[src/rtl/reset_sequencer_pf_if.sv]
// Sequencer-to-fabric bundle: per-domain ready acks in, domain resets and status out.
// Latency: none (wiring only).
// Backpressure: none; every signal is a level.
//
// Ports (from the sequencer's side, modport master):
//   DOMAIN_READY    in   per-domain ready ack, level, any clock domain
//   DOMAIN_RESET_N  out  per-domain reset, active-low
//   SEQ_DONE        out  all domains released and acknowledged
//   SEQ_FAULT       out  ack timeout with retries exhausted (sticky)
//   FAULT_IDX       out  index of the domain that last timed out
//   RETRY_CNT       out  retries consumed since the last reset
interface reset_sequencer_pf_if #(
  parameter int NUM_DOMAINS = 4
);
  logic [NUM_DOMAINS-1:0] DOMAIN_READY;
  logic [NUM_DOMAINS-1:0] DOMAIN_RESET_N;
  logic                   SEQ_DONE;
  logic                   SEQ_FAULT;
  logic [2:0]             FAULT_IDX;
  logic [2:0]             RETRY_CNT;

  modport master (
    input  DOMAIN_READY,
    output DOMAIN_RESET_N,
    output SEQ_DONE,
    output SEQ_FAULT,
    output FAULT_IDX,
    output RETRY_CNT
  );

  modport slave (
    output DOMAIN_READY,
    input  DOMAIN_RESET_N,
    input  SEQ_DONE,
    input  SEQ_FAULT,
    input  FAULT_IDX,
    input  RETRY_CNT
  );
endinterface

[src/rtl/reset_sequencer_pf.sv]
// Releases NUM_DOMAINS fabric reset domains in index order, each after its predecessor acks plus a gap.
// Latency: domain 0 releases SYNC_STAGES+1+GAP_CYCLES edges after FABRIC_RESET_N is sampled high; later domains the same after the previous ack.
// Backpressure: none; a domain that never acks stalls the sequence (or times out with RESET_SEQ_ACK_TIMEOUT_EN).
//
// Ports:
//   CLK             sequencer clock
//   INTERNAL_RST    asynchronous active-low reset, clears every flop
//   FABRIC_RESET_N  upstream active-low reset, asynchronous to CLK
//   bus (master)    DOMAIN_READY in; DOMAIN_RESET_N, SEQ_DONE, SEQ_FAULT, FAULT_IDX, RETRY_CNT out
//
// Optional feature macro: RESET_SEQ_ACK_TIMEOUT_EN adds a per-domain ack timeout with bounded
// auto-retry; without it SEQ_FAULT, FAULT_IDX and RETRY_CNT are tied to 0.
module reset_sequencer_pf #(
  parameter int NUM_DOMAINS    = 4,
  parameter int GAP_CYCLES     = 16,
  parameter int SYNC_STAGES    = 2,
  parameter int TIMEOUT_CYCLES = 1024,
  parameter int MAX_RETRIES    = 3
) (
  input  logic                 CLK,
  input  logic                 INTERNAL_RST,
  input  logic                 FABRIC_RESET_N,
  reset_sequencer_pf_if.master bus
);

  localparam logic [2:0] ST_IDLE  = 3'd0;
  localparam logic [2:0] ST_GAP   = 3'd1;
  localparam logic [2:0] ST_WAIT  = 3'd2;
  localparam logic [2:0] ST_DONE  = 3'd3;
  localparam logic [2:0] ST_FAULT = 3'd4;

  localparam int         GW       = $clog2(GAP_CYCLES) + 1;
  localparam logic [2:0] IDX_LAST = 3'(NUM_DOMAINS - 1);

  // Elaboration-time parameter range checks.
  if (NUM_DOMAINS < 1 || NUM_DOMAINS > 8) begin : g_bad_num_domains
    $error("reset_sequencer_pf: NUM_DOMAINS must be 1..8");
  end
  if (GAP_CYCLES < 1) begin : g_bad_gap
    $error("reset_sequencer_pf: GAP_CYCLES must be >= 1");
  end
  if (SYNC_STAGES < 2) begin : g_bad_sync
    $error("reset_sequencer_pf: SYNC_STAGES must be >= 2");
  end
  if (TIMEOUT_CYCLES < 2) begin : g_bad_timeout
    $error("reset_sequencer_pf: TIMEOUT_CYCLES must be >= 2");
  end
  if (MAX_RETRIES < 0 || MAX_RETRIES > 7) begin : g_bad_retries
    $error("reset_sequencer_pf: MAX_RETRIES must be 0..7");
  end

  logic                   arst_fab_n;
  logic [SYNC_STAGES-1:0] rst_sync_q;
  logic                   rst_sync;
  logic [NUM_DOMAINS-1:0] dom_q;
  logic [NUM_DOMAINS-1:0] dom_rst_n;
  logic [NUM_DOMAINS-1:0] ready_s;
  logic [NUM_DOMAINS-1:0] idx_oh;
  logic                   ready_sel;
  logic [2:0]             state;
  logic [2:0]             idx;
  logic [GW-1:0]          gap_cnt;

  // Upstream reset: asserts asynchronously (either reset source clears the chain), releases
  // synchronously. A glitch on FABRIC_RESET_N shorter than a clock still empties the chain.
  assign arst_fab_n = INTERNAL_RST & FABRIC_RESET_N;

  always_ff @(posedge CLK or negedge arst_fab_n) begin
    if (!arst_fab_n) begin
      rst_sync_q <= '0;
    end else begin
      rst_sync_q <= {rst_sync_q[SYNC_STAGES-2:0], 1'b1};
    end
  end

  assign rst_sync  = rst_sync_q[SYNC_STAGES-1];
  assign dom_rst_n = dom_q & {NUM_DOMAINS{rst_sync}};

  // Ready synchronizers are held empty while their domain is in reset, so an ack that is
  // already high at release still pays the full pipeline delay and a stale ack from an
  // earlier attempt can never be seen.
  for (genvar i = 0; i < NUM_DOMAINS; i++) begin : g_rdy
    logic [SYNC_STAGES-1:0] q;

    always_ff @(posedge CLK or negedge INTERNAL_RST) begin
      if (!INTERNAL_RST) begin
        q <= '0;
      end else if (!dom_rst_n[i]) begin
        q <= '0;
      end else begin
        q <= {q[SYNC_STAGES-2:0], bus.DOMAIN_READY[i]};
      end
    end

    assign ready_s[i] = q[SYNC_STAGES-1];
  end

  always_comb begin
    idx_oh = '0;
    for (int i = 0; i < NUM_DOMAINS; i++) begin
      idx_oh[i] = (3'(i) == idx);
    end
  end

  assign ready_sel = |(ready_s & idx_oh);

`ifdef RESET_SEQ_ACK_TIMEOUT_EN
  localparam int TW = $clog2(TIMEOUT_CYCLES) + 1;

  logic [TW-1:0] to_cnt;
  logic [2:0]    retry_q;
  logic [2:0]    fidx_q;
`endif

  always_ff @(posedge CLK or negedge INTERNAL_RST) begin
    if (!INTERNAL_RST) begin
      state   <= ST_IDLE;
      idx     <= '0;
      dom_q   <= '0;
      gap_cnt <= '0;
`ifdef RESET_SEQ_ACK_TIMEOUT_EN
      to_cnt  <= '0;
      retry_q <= '0;
      fidx_q  <= '0;
`endif
    end else if (!rst_sync) begin
      // Upstream reset is a full restart: fault and retry history go too.
      state   <= ST_IDLE;
      idx     <= '0;
      dom_q   <= '0;
      gap_cnt <= '0;
`ifdef RESET_SEQ_ACK_TIMEOUT_EN
      to_cnt  <= '0;
      retry_q <= '0;
      fidx_q  <= '0;
`endif
    end else begin
      case (state)
        ST_IDLE: begin
          dom_q   <= '0;
          gap_cnt <= '0;
          state   <= ST_GAP;
        end
        ST_GAP: begin
          if (gap_cnt == GW'(GAP_CYCLES - 1)) begin
            dom_q <= dom_q | idx_oh;
`ifdef RESET_SEQ_ACK_TIMEOUT_EN
            to_cnt <= '0;
`endif
            state <= ST_WAIT;
          end else begin
            gap_cnt <= gap_cnt + GW'(1);
          end
        end
        ST_WAIT: begin
          // Ready is tested first so it wins over a coincident timeout.
          if (ready_sel) begin
            if (idx == IDX_LAST) begin
              state <= ST_DONE;
            end else begin
              idx     <= idx + 3'd1;
              gap_cnt <= '0;
              state   <= ST_GAP;
            end
          end
`ifdef RESET_SEQ_ACK_TIMEOUT_EN
          else if (to_cnt == TW'(TIMEOUT_CYCLES - 1)) begin
            fidx_q <= idx;
            dom_q  <= '0;
            if (retry_q < 3'(MAX_RETRIES)) begin
              retry_q <= retry_q + 3'd1;
              idx     <= '0;
              gap_cnt <= '0;
              state   <= ST_GAP;
            end else begin
              state <= ST_FAULT;
            end
          end else begin
            to_cnt <= to_cnt + TW'(1);
          end
`endif
        end
        ST_DONE: begin
          state <= ST_DONE;
        end
        ST_FAULT: begin
          // Only an upstream or internal reset leaves this state.
          dom_q <= '0;
          state <= ST_FAULT;
        end
        default: begin
          dom_q <= '0;
          state <= ST_IDLE;
        end
      endcase
    end
  end

  assign bus.DOMAIN_RESET_N = dom_rst_n;
  assign bus.SEQ_DONE       = (state == ST_DONE);

`ifdef RESET_SEQ_ACK_TIMEOUT_EN
  assign bus.SEQ_FAULT = (state == ST_FAULT);
  assign bus.FAULT_IDX = fidx_q;
  assign bus.RETRY_CNT = retry_q;
`else
  assign bus.SEQ_FAULT = 1'b0;
  assign bus.FAULT_IDX = 3'd0;
  assign bus.RETRY_CNT = 3'd0;
`endif

endmodule

[src/flat_wrapper.sv]
// flat-port wrapper written by rule: the top's interface ports become plain ports
module reset_sequencer_pf_flat 
#(
  parameter int NUM_DOMAINS    = 4,
  parameter int GAP_CYCLES     = 16,
  parameter int SYNC_STAGES    = 2,
  parameter int TIMEOUT_CYCLES = 1024,
  parameter int MAX_RETRIES    = 3
)
  (CLK, INTERNAL_RST, FABRIC_RESET_N, bus_DOMAIN_READY, bus_DOMAIN_RESET_N, bus_SEQ_DONE, bus_SEQ_FAULT, bus_FAULT_IDX, bus_RETRY_CNT);
  reset_sequencer_pf_if #(.NUM_DOMAINS(NUM_DOMAINS)) bus_i ();
  input  logic CLK;
  input  logic INTERNAL_RST;
  input  logic FABRIC_RESET_N;
  input wire logic [$bits(bus_i.DOMAIN_READY)-1:0] bus_DOMAIN_READY;
  output wire logic [$bits(bus_i.DOMAIN_RESET_N)-1:0] bus_DOMAIN_RESET_N;
  output wire logic [$bits(bus_i.SEQ_DONE)-1:0] bus_SEQ_DONE;
  output wire logic [$bits(bus_i.SEQ_FAULT)-1:0] bus_SEQ_FAULT;
  output wire logic [$bits(bus_i.FAULT_IDX)-1:0] bus_FAULT_IDX;
  output wire logic [$bits(bus_i.RETRY_CNT)-1:0] bus_RETRY_CNT;
  assign bus_i.DOMAIN_READY = bus_DOMAIN_READY;
  assign bus_DOMAIN_RESET_N = bus_i.DOMAIN_RESET_N;
  assign bus_SEQ_DONE = bus_i.SEQ_DONE;
  assign bus_SEQ_FAULT = bus_i.SEQ_FAULT;
  assign bus_FAULT_IDX = bus_i.FAULT_IDX;
  assign bus_RETRY_CNT = bus_i.RETRY_CNT;
  reset_sequencer_pf #(.NUM_DOMAINS(NUM_DOMAINS), .GAP_CYCLES(GAP_CYCLES), .SYNC_STAGES(SYNC_STAGES), .TIMEOUT_CYCLES(TIMEOUT_CYCLES), .MAX_RETRIES(MAX_RETRIES)) u_core (.CLK(CLK), .INTERNAL_RST(INTERNAL_RST), .FABRIC_RESET_N(FABRIC_RESET_N), .bus(bus_i));
endmodule
[config.mk]
export PLATFORM = sky130hd
export DESIGN_NAME = reset_sequencer_pf_flat
export DESIGN_NICKNAME = d
export VERILOG_FILES = /design/src/rtl/reset_sequencer_pf_if.sv /design/src/rtl/reset_sequencer_pf.sv /design/src/flat_wrapper.sv
export SDC_FILE = /design/constraint.sdc
export NUM_CORES = 1
export LEC_CHECK = 0
export ABC_AREA = 1
export BUFFER_PORTS_ARGS = -buffer_cell sky130_fd_sc_hd__buf_2
export CELL_PAD_IN_SITES_DETAIL_PLACEMENT = 1
export CELL_PAD_IN_SITES_GLOBAL_PLACEMENT = 1
export CORE_MARGIN = 5
export CORE_UTILIZATION = 45
export DETAILED_ROUTE_END_ITERATION = 16
export PLACE_DENSITY = 0.88
export SLEW_MARGIN = 10
export SYNTH_ARGS = -nofsm -noshare
export SYNTH_HDL_FRONTEND = slang
export SYNTH_SLANG_ARGS = --single-unit
[constraint.sdc]
create_clock -name CLK -period 4.5 [get_ports CLK]
set_clock_uncertainty 0.05 [all_clocks]
set_input_delay 0.225 -clock CLK [delete_from_list [all_inputs] [get_ports CLK]]
set_output_delay 0.225 -clock CLK [all_outputs]
set_load 0.005 [all_outputs]
==> results of run 1 <==
## final timing paths
kind / startpoint / to / slack, ps / cells past startpoint
worst max register to register: u_core.gap_cnt[0] / u_core.gap_cnt[0] / 2680 / 12
worst max-delay path: u_core.gap_cnt[0] / u_core.gap_cnt[0] / 2680 / 12
worst min register to register: u_core.rst_sync_q[0] / u_core.rst_sync_q[1] / 320 / 0
min in group asynchronous: FABRIC_RESET_N / u_core.rst_sync_q[1] / 230 / 4
max in group asynchronous: INTERNAL_RST / u_core.rst_sync_q[0] / 3610 / 4
worst min-delay path: bus_DOMAIN_READY[2] / u_core.g_rdy[2].q[0] / 50 / 3
## cell usage after synthesis
| cell type | number | area (um^2) |
|---|---|---|
| sky130_fd_sc_hd__nand2_2 | 3 | 18.8 |
| sky130_fd_sc_hd__buf_4 | 8 | 60.1 |
| sky130_fd_sc_hd__nor3_1 | 3 | 15.0 |
| sky130_fd_sc_hd__ha_1 | 7 | 87.6 |
| sky130_fd_sc_hd__nor2_2 | 2 | 12.5 |
| sky130_fd_sc_hd__nor2_4 | 3 | 33.8 |
| sky130_fd_sc_hd__inv_1 | 24 | 90.1 |
| sky130_fd_sc_hd__conb_1 | 2 | 7.51 |
| sky130_fd_sc_hd__nand4_1 | 4 | 25.0 |
| sky130_fd_sc_hd__nor2_1 | 21 | 78.8 |
| sky130_fd_sc_hd__nand2_4 | 2 | 22.5 |
| sky130_fd_sc_hd__o21ai_1 | 4 | 20.0 |
| sky130_fd_sc_hd__a21oi_1 | 4 | 20.0 |
| sky130_fd_sc_hd__nand3_1 | 14 | 70.1 |
| sky130_fd_sc_hd__nand3b_1 | 3 | 22.5 |
| sky130_fd_sc_hd__inv_4 | 1 | 6.26 |
| sky130_fd_sc_hd__o211ai_1 | 1 | 7.51 |
| sky130_fd_sc_hd__o21ai_0 | 1 | 5.00 |
| sky130_fd_sc_hd__o22ai_4 | 1 | 20.0 |
| sky130_fd_sc_hd__nand2_1 | 34 | 128 |
| sky130_fd_sc_hd__inv_2 | 3 | 11.3 |
| sky130_fd_sc_hd__buf_2 | 1 | 5.00 |
| sky130_fd_sc_hd__dfrtp_1 | 25 | 626 |
## per-stage QoR
| step | util | hold WS, ps | total power [mW] | setup slack, ps |
|---|---|---|---|---|
| 2_1_floorplan | - | -121 | 0.379 | 2860 |
| 3_3_place_gp | 0.482 | 45.1 | 0.405 | 2760 |
| 3_5_place_dp | 0.482 | 51.0 | 0.416 | 2700 |
| 4_1_cts | 0.498 | 42.0 | 0.520 | 2680 |
| 5_1_grt | 0.498 | 27.1 | 0.560 | 2440 |
| 6_report | 0.498 | 48.7 | 0.513 | 2680 |
## power by group
part	switching, mW	internal (mW)
registers	0.0195	0.244
logic	0.102	0.0459
clock network	0.0678	0.0333
## tightest hold or removal path, delay by kind of cell
family                 cells  cell delay (ps)
buffers and inverters      2              140
and+or+nand+nor            1               30
## metal layers
metal | vias to the layer above | wire length, um | track usage
met4 | 0 | 21 | 0.0466
met5 | - | 0 | 0
met3 | 2 | 89 | 0.0205
met2 | 20 | 1540 | 0.304
li1 | 542 | - | -
met1 | 529 | 1270 | 0.202
## cell families (layout without fill, tap and decap cells)
kind of cell               count (synthesis)  count (layout)
adders and majority gates                  7               7
AOI/OAI and AO/OA                         11              11
DFF                                       25              25
other                                      2               8
buffers and inverters                     37              45
and+or+nand+nor                           89              89
## what timing repair did
action | 4_1_cts | 5_1_grt
hold buffers | 2 | 0
buffers inserted | 0 | 0
hold endpoints to repair | 25 | 0
## area by class of cell
class                   instances  area share
inverters                      28      0.0720
repair buffers                 13      0.0503
flip-flops and latches         25       0.419
clock inverters                 1     0.00335
well taps                      33      0.0276
multi-input cells             115       0.413
clock buffers                   3      0.0151
## registers in the layout, summed over array words and instances (netlist names)
name               count
u_core.dom_q           4
u_core.g_rdy.q         8
u_core.rst_sync_q      2
u_core.idx             3
u_core.gap_cnt         5
u_core.state           3
==> flow_metrics.py, run 1 <==
metrics = {
    "layout": {
        "num_antenna_cells": 0,
        "final_cell_mix": "sky130_fd_sc_hd__nand2_1, sky130_fd_sc_hd__dfrtp_1, sky130_fd_sc_hd__inv_1",
        "multiInputGateArea_um2": 617,
        "finish.instance_area_um2": 1490,
        "final.fill_count": 390,
        "layout_commonest_cell": "sky130_fd_sc_hd__nand2_1",
        "layout-area-overhead-vs-synth_pct": 7.28,
        "finish.cell_count_without_fillers": 218,
        "regArea_um2": 626,
        "fin_nets": 200,
        "layout-drive-gt1-share": 0.162,
    },
    "worst_setup_path": {
        "crit_type": "register to register",
        "worstPathRequired_ps": 4670,
        "worst-path-max-fanout": 6,
        "critPathArrivalTime_ps": 1990,
        "worstSetupStartpointType": "register",
        "worst_path_largest_cell_delay_ps": 450,
        "worstPathBufferInverterCount": 0,
        "timing.critical_path.cells": "ha_1, nand2_1, nor2_1, ha_1, nor2_1, nor2_1, nor2_1, nand2_1, nand2_2, nand2_4, nand2_1, nand2_1",
        "critical_path_s_slowest_cell": "sky130_fd_sc_hd__dfrtp_1",
        "endpoint_kind": "register",
        "family_with_the_most_delay_on_the_worst_path": "simple AND/OR/NAND/NOR gates",
    },
    "floorplanning": {
        "rows": 20,
        "initial_core_util": 0.464,
        "dieWidth_um": 65.6,
        "fp.dieArea_um2": 4310,
        "design.core.area_um2": 3000,
        "ios": 19,
        "die_h_um": 65.6,
    },
    "synthesis": {
        "register_bit_count_reported_by_yosys": 25,
        "synth.lib_cells_used.distinct": 23,
        "yosys.area_share.simple": 0.306,
        "synthCells": 171,
        "synth_fa_ha_area_frac": 0.0629,
        "synth_top_family_by_area": "simple AND/OR/NAND/NOR gates",
        "ys_warn_count": 0,
        "sequential_share_of_the_synthesized_area": 0.449,
        "share_of_the_synthesized_area_in_compound_gates_ao_oa_aoi_oai": 0.0521,
        "yosys.area_share.xor_xnor": 0,
        "syn-mean-instance-area_um2": 8.14,
        "yosys-mux-area-fraction": 0,
        "syn-cell-area_um2": 1390,
    },
    "placement": {
        "numPortBuffers": 11,
        "dp_hpwl_um": 2250,
        "placedCellCount": 212,
        "post_dp_cell_area_um2": 1450,
        "placer_s_final_routability_congestion_estimate": 0.900,
    },
    "global_route": {
        "grt_start_max_net_pins": 25,
        "globalRouteOverflowTotal": 0,
        "global_route.usage.total": 0.166,
        "grt_first_pass_wirelength_um": 5530,
        "antenna_found_initial": 0,
        "vias_in_the_first_global_route": 1229,
    },
    "clock_tree": {
        "ctsResizeCount": 0,
        "cts.reportedPaths.clkPinSlew_ps": 140,
        "cts_made_buffers": 3,
        "clk_path_buf_depth": 2,
        "cts_tree": "done",
        "insertion_delay_ps": 320,
        "clock_sinks": 25,
        "cts_htree_levels": 1,
        "root_buf_cell": "sky130_fd_sc_hd__clkbuf_4",
    },
    "routing": {
        "postRouteAntennaNets": 0,
        "detail_route.wirelength_um": 2920,
        "drc_errors": 0,
        "detail_route.first_pass.iterations": 4,
        "drt_iter0_markers": 28,
        "routed_vias": 1093,
        "detail_route.wl_per_cell_um": 13.4,
        "vias_per_cell": 5.01,
    },
    "timing": {
        "timing.fmax_mhz": 549,
        "slew_headroom": 0.623,
        "final.period_utilization": 0.405,
        "setup-tns-final_ps": 0,
        "clock_period_minus_final_worst_setup_slack_ps": 1820,
        "tightest_slew_ps": 565,
        "number_of_endpoints_failing_setup_at_the_final_stage": 0,
        "timing_max_transition_violations_final": 0,
        "rsz0062_at_grt": "false",
        "finalHoldViolCount": 0,
    },
    "run": {
        "maxCapViolCount": 0,
    },
    "min_path": {
        "holdCritPathClass": "input pin to register",
    },
    "power": {
        "power.ir.vdd_worst_mv": 0.160,
        "static-leakage-power_nw": 0.818,
        "power.density_nw_per_um2": 343,
    },
    "outcome": {
        "outcome": "complete, no violations",
    },
}
Note: power is estimated with default switching activity, not from simulation.
==> run 2, diff against run 1 <==
CORE_UTILIZATION = 38   (was 45)
PLACE_DENSITY = 0.8   (was 0.88)
clock period = 1.5 ns   (was 4.5 ns; I/O delays follow)
==> run 2 against run 1 <==
The run now ends with setup timing left. Worst hold slack improved by 83 ps. Clock-buffer cell count increased by 1. First-iteration DRC count decreased by 7.1%. Register-to-register slack got worse by 2900 ps. Non-clock buffer count increased by 18. Routed wire length increased by 16%. Sequential power increased to 3.0 times the previous value. Final cell count increased by 15%. Total power increased to 3.5 times the previous value. Sequential share of layout area decreased by 8.3 points. Critical endpoint is now u_core.gap_cnt[2]. Largest cell class is now multi-input combinational cells.
==> flow_metrics.py, run 2 (synthesis results as in run 1) <==
metrics = {
    "worst_setup_path": {
        "worstPathRequired_ps": 1610,
        "r2r-start": "u_core.gap_cnt[1]",
        "worstSetupStartpointType": "register",
        "critical_path_s_slowest_cell": "sky130_fd_sc_hd__dfrtp_1",
        "worst-path-max-fanout": 6,
        "crit_type": "register to register",
        "timing.critical_path.cells": "ha_4, nand2_4, nor2_4, ha_4, nor2_2, nor2_1, nor2_1, nand2_1, nand2_4, nand2_4, nand2_1, nand2_1",
        "crit-reg2reg-capture": "u_core.gap_cnt[2]",
        "endpoint_kind": "register",
        "critPathArrivalTime_ps": 1790,
        "regToRegSetupSlack_ps": -170,
        "worst_path_largest_cell_delay_ps": 430,
        "worstRegToRegCells": 12,
    },
    "timing": {
        "timing_max_transition_violations_final": 0,
        "layout_setup_ws_ps": -174,
        "tightest_slew_ps": 545,
        "slew_headroom": 0.636,
        "clock_period_minus_final_worst_setup_slack_ps": 1670,
        "number_of_endpoints_failing_setup_at_the_final_stage": 13,
        "timing.fmax_mhz": 597,
        "finalHoldViolCount": 0,
        "final.period_utilization": 1.12,
        "rsz0062_at_grt": "true",
    },
    "power": {
        "static-leakage-power_nw": 0.956,
        "power.density_nw_per_um2": 958,
        "power.ir.vdd_worst_mv": 0.552,
    },
    "placement": {
        "post_dp_cell_area_um2": 1550,
        "numPortBuffers": 11,
        "dp_hpwl_um": 2260,
        "placedCellCount": 237,
        "placer_s_final_routability_congestion_estimate": 0.818,
    },
    "clock_tree": {
        "clock_sinks": 25,
        "root_buf_cell": "sky130_fd_sc_hd__clkbuf_8",
        "cts_made_buffers": 3,
        "clk_path_buf_depth": 2,
        "cts.reportedPaths.clkPinSlew_ps": 90,
        "cts_htree_levels": 1,
        "insertion_delay_ps": 270,
        "cts_tree": "done",
    },
    "global_route": {
        "globalRouteOverflowTotal": 0,
        "grt_first_pass_wirelength_um": 5400,
        "vias_in_the_first_global_route": 1209,
        "grt_start_max_net_pins": 25,
        "global_route.usage.total": 0.132,
        "antenna_found_initial": 0,
    },
    "routing": {
        "routed_vias": 1181,
        "drt_iter0_markers": 26,
        "postRouteAntennaNets": 0,
        "detail_route.wl_per_cell_um": 13.5,
        "vias_per_cell": 4.71,
        "drc_errors": 0,
        "detail_route.first_pass.iterations": 4,
        "detail_route.wirelength_um": 3380,
    },
    "floorplanning": {
        "dieWidth_um": 70.5,
        "initial_core_util": 0.386,
        "fp.dieArea_um2": 4980,
        "rows": 22,
        "design.core.area_um2": 3610,
        "die_h_um": 70.5,
        "ios": 19,
    },
    "layout": {
        "layout-drive-gt1-share": 0.325,
        "top_register": "u_core.g_rdy.q",
        "layout-area-overhead-vs-synth_pct": 33.7,
        "largest_register_ff_count": 8,
        "finish.instance_area_um2": 1860,
        "num_antenna_cells": 0,
        "finish.cell_count_without_fillers": 251,
        "fin_nets": 218,
        "reg_top3": "u_core.g_rdy.q: 8 flops, u_core.gap_cnt: 5 flops, u_core.dom_q: 4 flops",
        "final_cell_mix": "sky130_fd_sc_hd__nand2_1, sky130_fd_sc_hd__dfrtp_1, sky130_fd_sc_hd__inv_1",
    },
    "run": {
        "maxCapViolCount": 0,
    },
    "min_path": {
        "holdCritPathClass": "input pin to asynchronous set/reset pin",
    },
    "outcome": {
        "outcome": "complete, but fails checks",
        "violations": "setup timing",
    },
}
## run 2: cell types whose count changed in the layout (fill, tap and decap cells not counted), sizes merged
cell,change
buf,+14
dlygate4sd3,+4
clkbuf,+1
clkinv,-1
## run 2: final cells by class
| type | count | area (um^2) |
|---|---|---|
| multi-input combinational | 115 | 782 |
| sequential | 25 | 626 |
| clock buffer | 4 | 45.0 |
| fill | 426 | 1740 |
| inverter | 28 | 118 |
| timing repair buffer | 31 | 231 |
| tap | 48 | 60.1 |
## run 2: worst max-delay path by stage
| stage | cells past startpoint | slack (ps) | to | from |
|---|---|---|---|---|
| 2_1_floorplan | 12 | -80 | u_core.gap_cnt[0] | u_core.gap_cnt[0] |
| 3_5_place_dp | 12 | -260 | u_core.gap_cnt[1] | u_core.gap_cnt[0] |
| 6_report | 12 | -170 | u_core.gap_cnt[2] | u_core.gap_cnt[1] |
| 4_1_cts | 12 | -240 | u_core.gap_cnt[1] | u_core.gap_cnt[1] |
| 3_3_place_gp | 12 | -90 | u_core.gap_cnt[4] | u_core.gap_cnt[0] |
| 5_1_grt | 9 | -260 | u_core.dom_q[0] | u_core.gap_cnt[1] |
## run 2: critical path, delay by kind of cell, from the launching register on
family | cells | cell delay, ps
flops | 1 | 430
fa+ha+maj | 2 | 350
simple gates | 10 | 750
## run 2: metrics by stage
stage	power (mW)	worst slack, ps	utilization	hold slack, ps	TNS (ps)
after floorplan	1.14	-84.8	-	-271	-420
after global placement	1.27	-85.4	0.429	-111	-456
after detailed placement	1.30	-259	0.429	-103	-1820
after CTS	1.74	-240	0.474	132	-1270
after global routing	1.89	-264	0.516	147	-2690
final	1.78	-174	0.516	132	-1350
## run 2: routing by layer
layer | vias to the layer above | part of all wire | track usage
li1 | 582 | - | -
met1 | 573 | 0.43 | 0.158
met2 | 19 | 0.52 | 0.246
met3 | 7 | 0.024 | 0.0170
met4 | 0 | 0.019 | 0.0376
met5 | - | 0 | 0
## run 2: power breakdown
part           total (mW)  switching (mW)  leakage (nW)  internal (mW)
Clock               0.410           0.219        0.0228          0.190
Combinational       0.588           0.368         0.591          0.220
Sequential          0.787          0.0558         0.342          0.731
Total                1.78           0.644         0.956           1.14
## run 2: repair_timing
| action | 4_1_cts | 5_1_grt |
|---|---|---|
| pin swaps | 11 | 17 |
| buffers inserted | 2 | 2 |
| endpoints found under the setup margin | 14 | 14 |
| gates resized for setup | 14 | 29 |
| hold buffers | 6 | 0 |
| endpoints found under the hold margin | 29 | 0 |
==> run 3, diff against run 2 <==
TNS_END_PERCENT = 30   (was unset)
==> run 3 against run 2 <==
The flow still finishes with violations (setup timing). Critical path type unchanged. Critical path depth stayed put. Register-to-register slack worse by 50 ps. Sequential power is 0.9% lower. Utilization is 3.4 points lower. Critical endpoint unchanged. Cell area is 6.7% lower. Fmax is 2.6% lower.
==> flow_metrics.py, run 3 (synthesis results as in run 1) <==
metrics = {
    "worst_setup_path": {
        "crit_type": "register to register",
        "family_with_the_most_delay_on_the_worst_path": "simple AND/OR/NAND/NOR gates",
        "crit-reg2reg-capture": "u_core.gap_cnt[2]",
        "worstSetupStartpointType": "register",
        "critical_path_s_slowest_cell": "sky130_fd_sc_hd__dfrtp_1",
        "worstPathBufferInverterCount": 0,
        "worstPathRequired_ps": 1620,
        "crit_path_frequent_cell": "sky130_fd_sc_hd__nand2_1",
        "regToRegSetupSlack_ps": -220,
        "worst_path_largest_cell_delay_ps": 410,
        "cp-startpoint": "u_core.gap_cnt[0]",
        "endpoint_kind": "register",
        "worstRegToRegCells": 12,
        "r2r-start": "u_core.gap_cnt[0]",
        "critPathArrivalTime_ps": 1840,
        "timing.critical_path.cells": "ha_2, nand2_2, nor2_4, ha_4, nor2_2, nor2_1, nor2_1, nand2_1, nand2_4, nand2_4, nand2_1, nand2_1",
        "worst-path-max-fanout": 6,
    },
    "timing": {
        "slew_headroom": 0.640,
        "finalHoldViolCount": 0,
        "timing.fmax_mhz": 582,
        "number_of_endpoints_failing_setup_at_the_final_stage": 12,
        "layout_setup_ws_ps": -220,
        "worst_hold_slack_ps": 140,
        "timing_max_transition_violations_final": 0,
        "clock_period_minus_final_worst_setup_slack_ps": 1720,
        "tightest_slew_ps": 540,
        "rsz0062_at_grt": "true",
        "setup-tns-final_ps": -1260,
        "final.period_utilization": 1.15,
    },
    "outcome": {
        "outcome": "complete, but fails checks",
        "violations": "setup timing",
    },
    "layout": {
        "final_cell_mix": "sky130_fd_sc_hd__nand2_1, sky130_fd_sc_hd__dfrtp_1, sky130_fd_sc_hd__inv_1",
        "largest_register_ff_count": 8,
        "layout-drive-gt1-share": 0.279,
        "top_register": "u_core.g_rdy.q",
        "finish.cell_count_without_fillers": 249,
        "layout_commonest_cell": "sky130_fd_sc_hd__nand2_1",
        "reg_top3": "u_core.g_rdy.q: 8 flops, u_core.gap_cnt: 5 flops, u_core.dom_q: 4 flops",
        "layout-area-overhead-vs-synth_pct": 24.8,
        "fin_nets": 216,
        "num_antenna_cells": 0,
        "postLayoutCoreUtil": 0.482,
    },
    "placement": {
        "placedCellCount": 237,
        "dp_hpwl_um": 2350,
        "placer_s_final_routability_congestion_estimate": 0.821,
        "numPortBuffers": 11,
    },
    "global_route": {
        "grt_start_max_net_pins": 25,
        "global_route.usage.total": 0.138,
        "globalRouteOverflowTotal": 0,
        "antenna_found_initial": 0,
        "vias_in_the_first_global_route": 1294,
        "grt_first_pass_wirelength_um": 5620,
    },
    "floorplanning": {
        "initial_core_util": 0.386,
        "ios": 19,
        "design.core.area_um2": 3610,
        "die_h_um": 70.5,
        "rows": 22,
        "fp.dieArea_um2": 4980,
        "dieWidth_um": 70.5,
    },
    "routing": {
        "postRouteAntennaNets": 0,
        "vias_per_cell": 4.67,
        "detail_route.first_pass.iterations": 2,
        "detail_route.wl_per_cell_um": 12.9,
        "routed_vias": 1163,
        "drc_errors": 0,
        "detail_route.wirelength_um": 3200,
        "drt_iter0_markers": 34,
    },
    "clock_tree": {
        "cts_made_buffers": 3,
        "clk_path_buf_depth": 2,
        "cts_tree": "done",
        "root_buf_cell": "sky130_fd_sc_hd__clkbuf_8",
        "clock_sinks": 25,
        "insertion_delay_ps": 270,
        "cts_htree_levels": 1,
        "cts.reportedPaths.clkPinSlew_ps": 90,
    },
    "run": {
        "maxCapViolCount": 0,
    },
    "power": {
        "power.ir.vdd_worst_mv": 0.618,
        "power.density_nw_per_um2": 1010,
        "static-leakage-power_nw": 0.923,
    },
    "min_path": {
        "holdCritPathClass": "input pin to asynchronous set/reset pin",
    },
}
==> run 3: area by class of cell <==
class / instances / area (um^2)
Fill cell: 437 / 1870
Clock inverter: 1 / 7.51
Tap cell: 48 / 60.1
Clock buffer: 3 / 41.3
Multi-Input combinational cell: 115 / 687
Sequential cell: 25 / 626
Inverter: 28 / 108
Timing Repair Buffer: 29 / 209
==> run 3: worst max path at each step <==
stage	endpoint	slack (ps)	cells past startpoint
global placement	u_core.gap_cnt[4]	-90	12
global route	u_core.gap_cnt[3]	-320	12
CTS	u_core.gap_cnt[0]	-250	12
detailed placement	u_core.gap_cnt[1]	-270	12
finish	u_core.gap_cnt[2]	-220	12
floorplan	u_core.gap_cnt[0]	-80	12
==> run 3: per-layer routing <==
layer	wire, um	global-route usage
met4	20	0.0313
met1	1290	0.144
met2	1800	0.281
met5	0	0
met3	83	0.0270
==> run 3: what timing repair did <==
action / 4_1_cts / 5_1_grt
pin swaps: 9 / 8
buffers inserted: 1 / 1
hold buffers: 6 / 0
hold endpoints to repair: 29 / 0
gates resized for setup: 10 / 8
endpoints found under the setup margin: 14 / 14
==> run 3: metrics by stage <==
stage                     setup slack (ps)  total power, mW  cell area (um^2)
after CTS                             -252             1.76              1690
after floorplan                      -84.8             1.14              1420
after global placement               -86.0             1.27              1550
after global routing                  -318             1.88              1740
final                                 -220             1.75              1740
after detailed placement              -272             1.30              1550
==> run 3: report_power, final <==
part / total, mW / internal (mW) / switching, mW
sequential: 0.780 / 0.731 / 0.0491
combinational: 0.559 / 0.202 / 0.357
clock: 0.415 / 0.189 / 0.226
==> run 3: worst min-delay path, stage by stage <==
cell	delay [ps]
sky130_fd_sc_hd__dlygate4sd3_1	520
sky130_fd_sc_hd__buf_2	100
sky130_fd_sc_hd__nand2_1	40
sky130_fd_sc_hd__inv_1	70
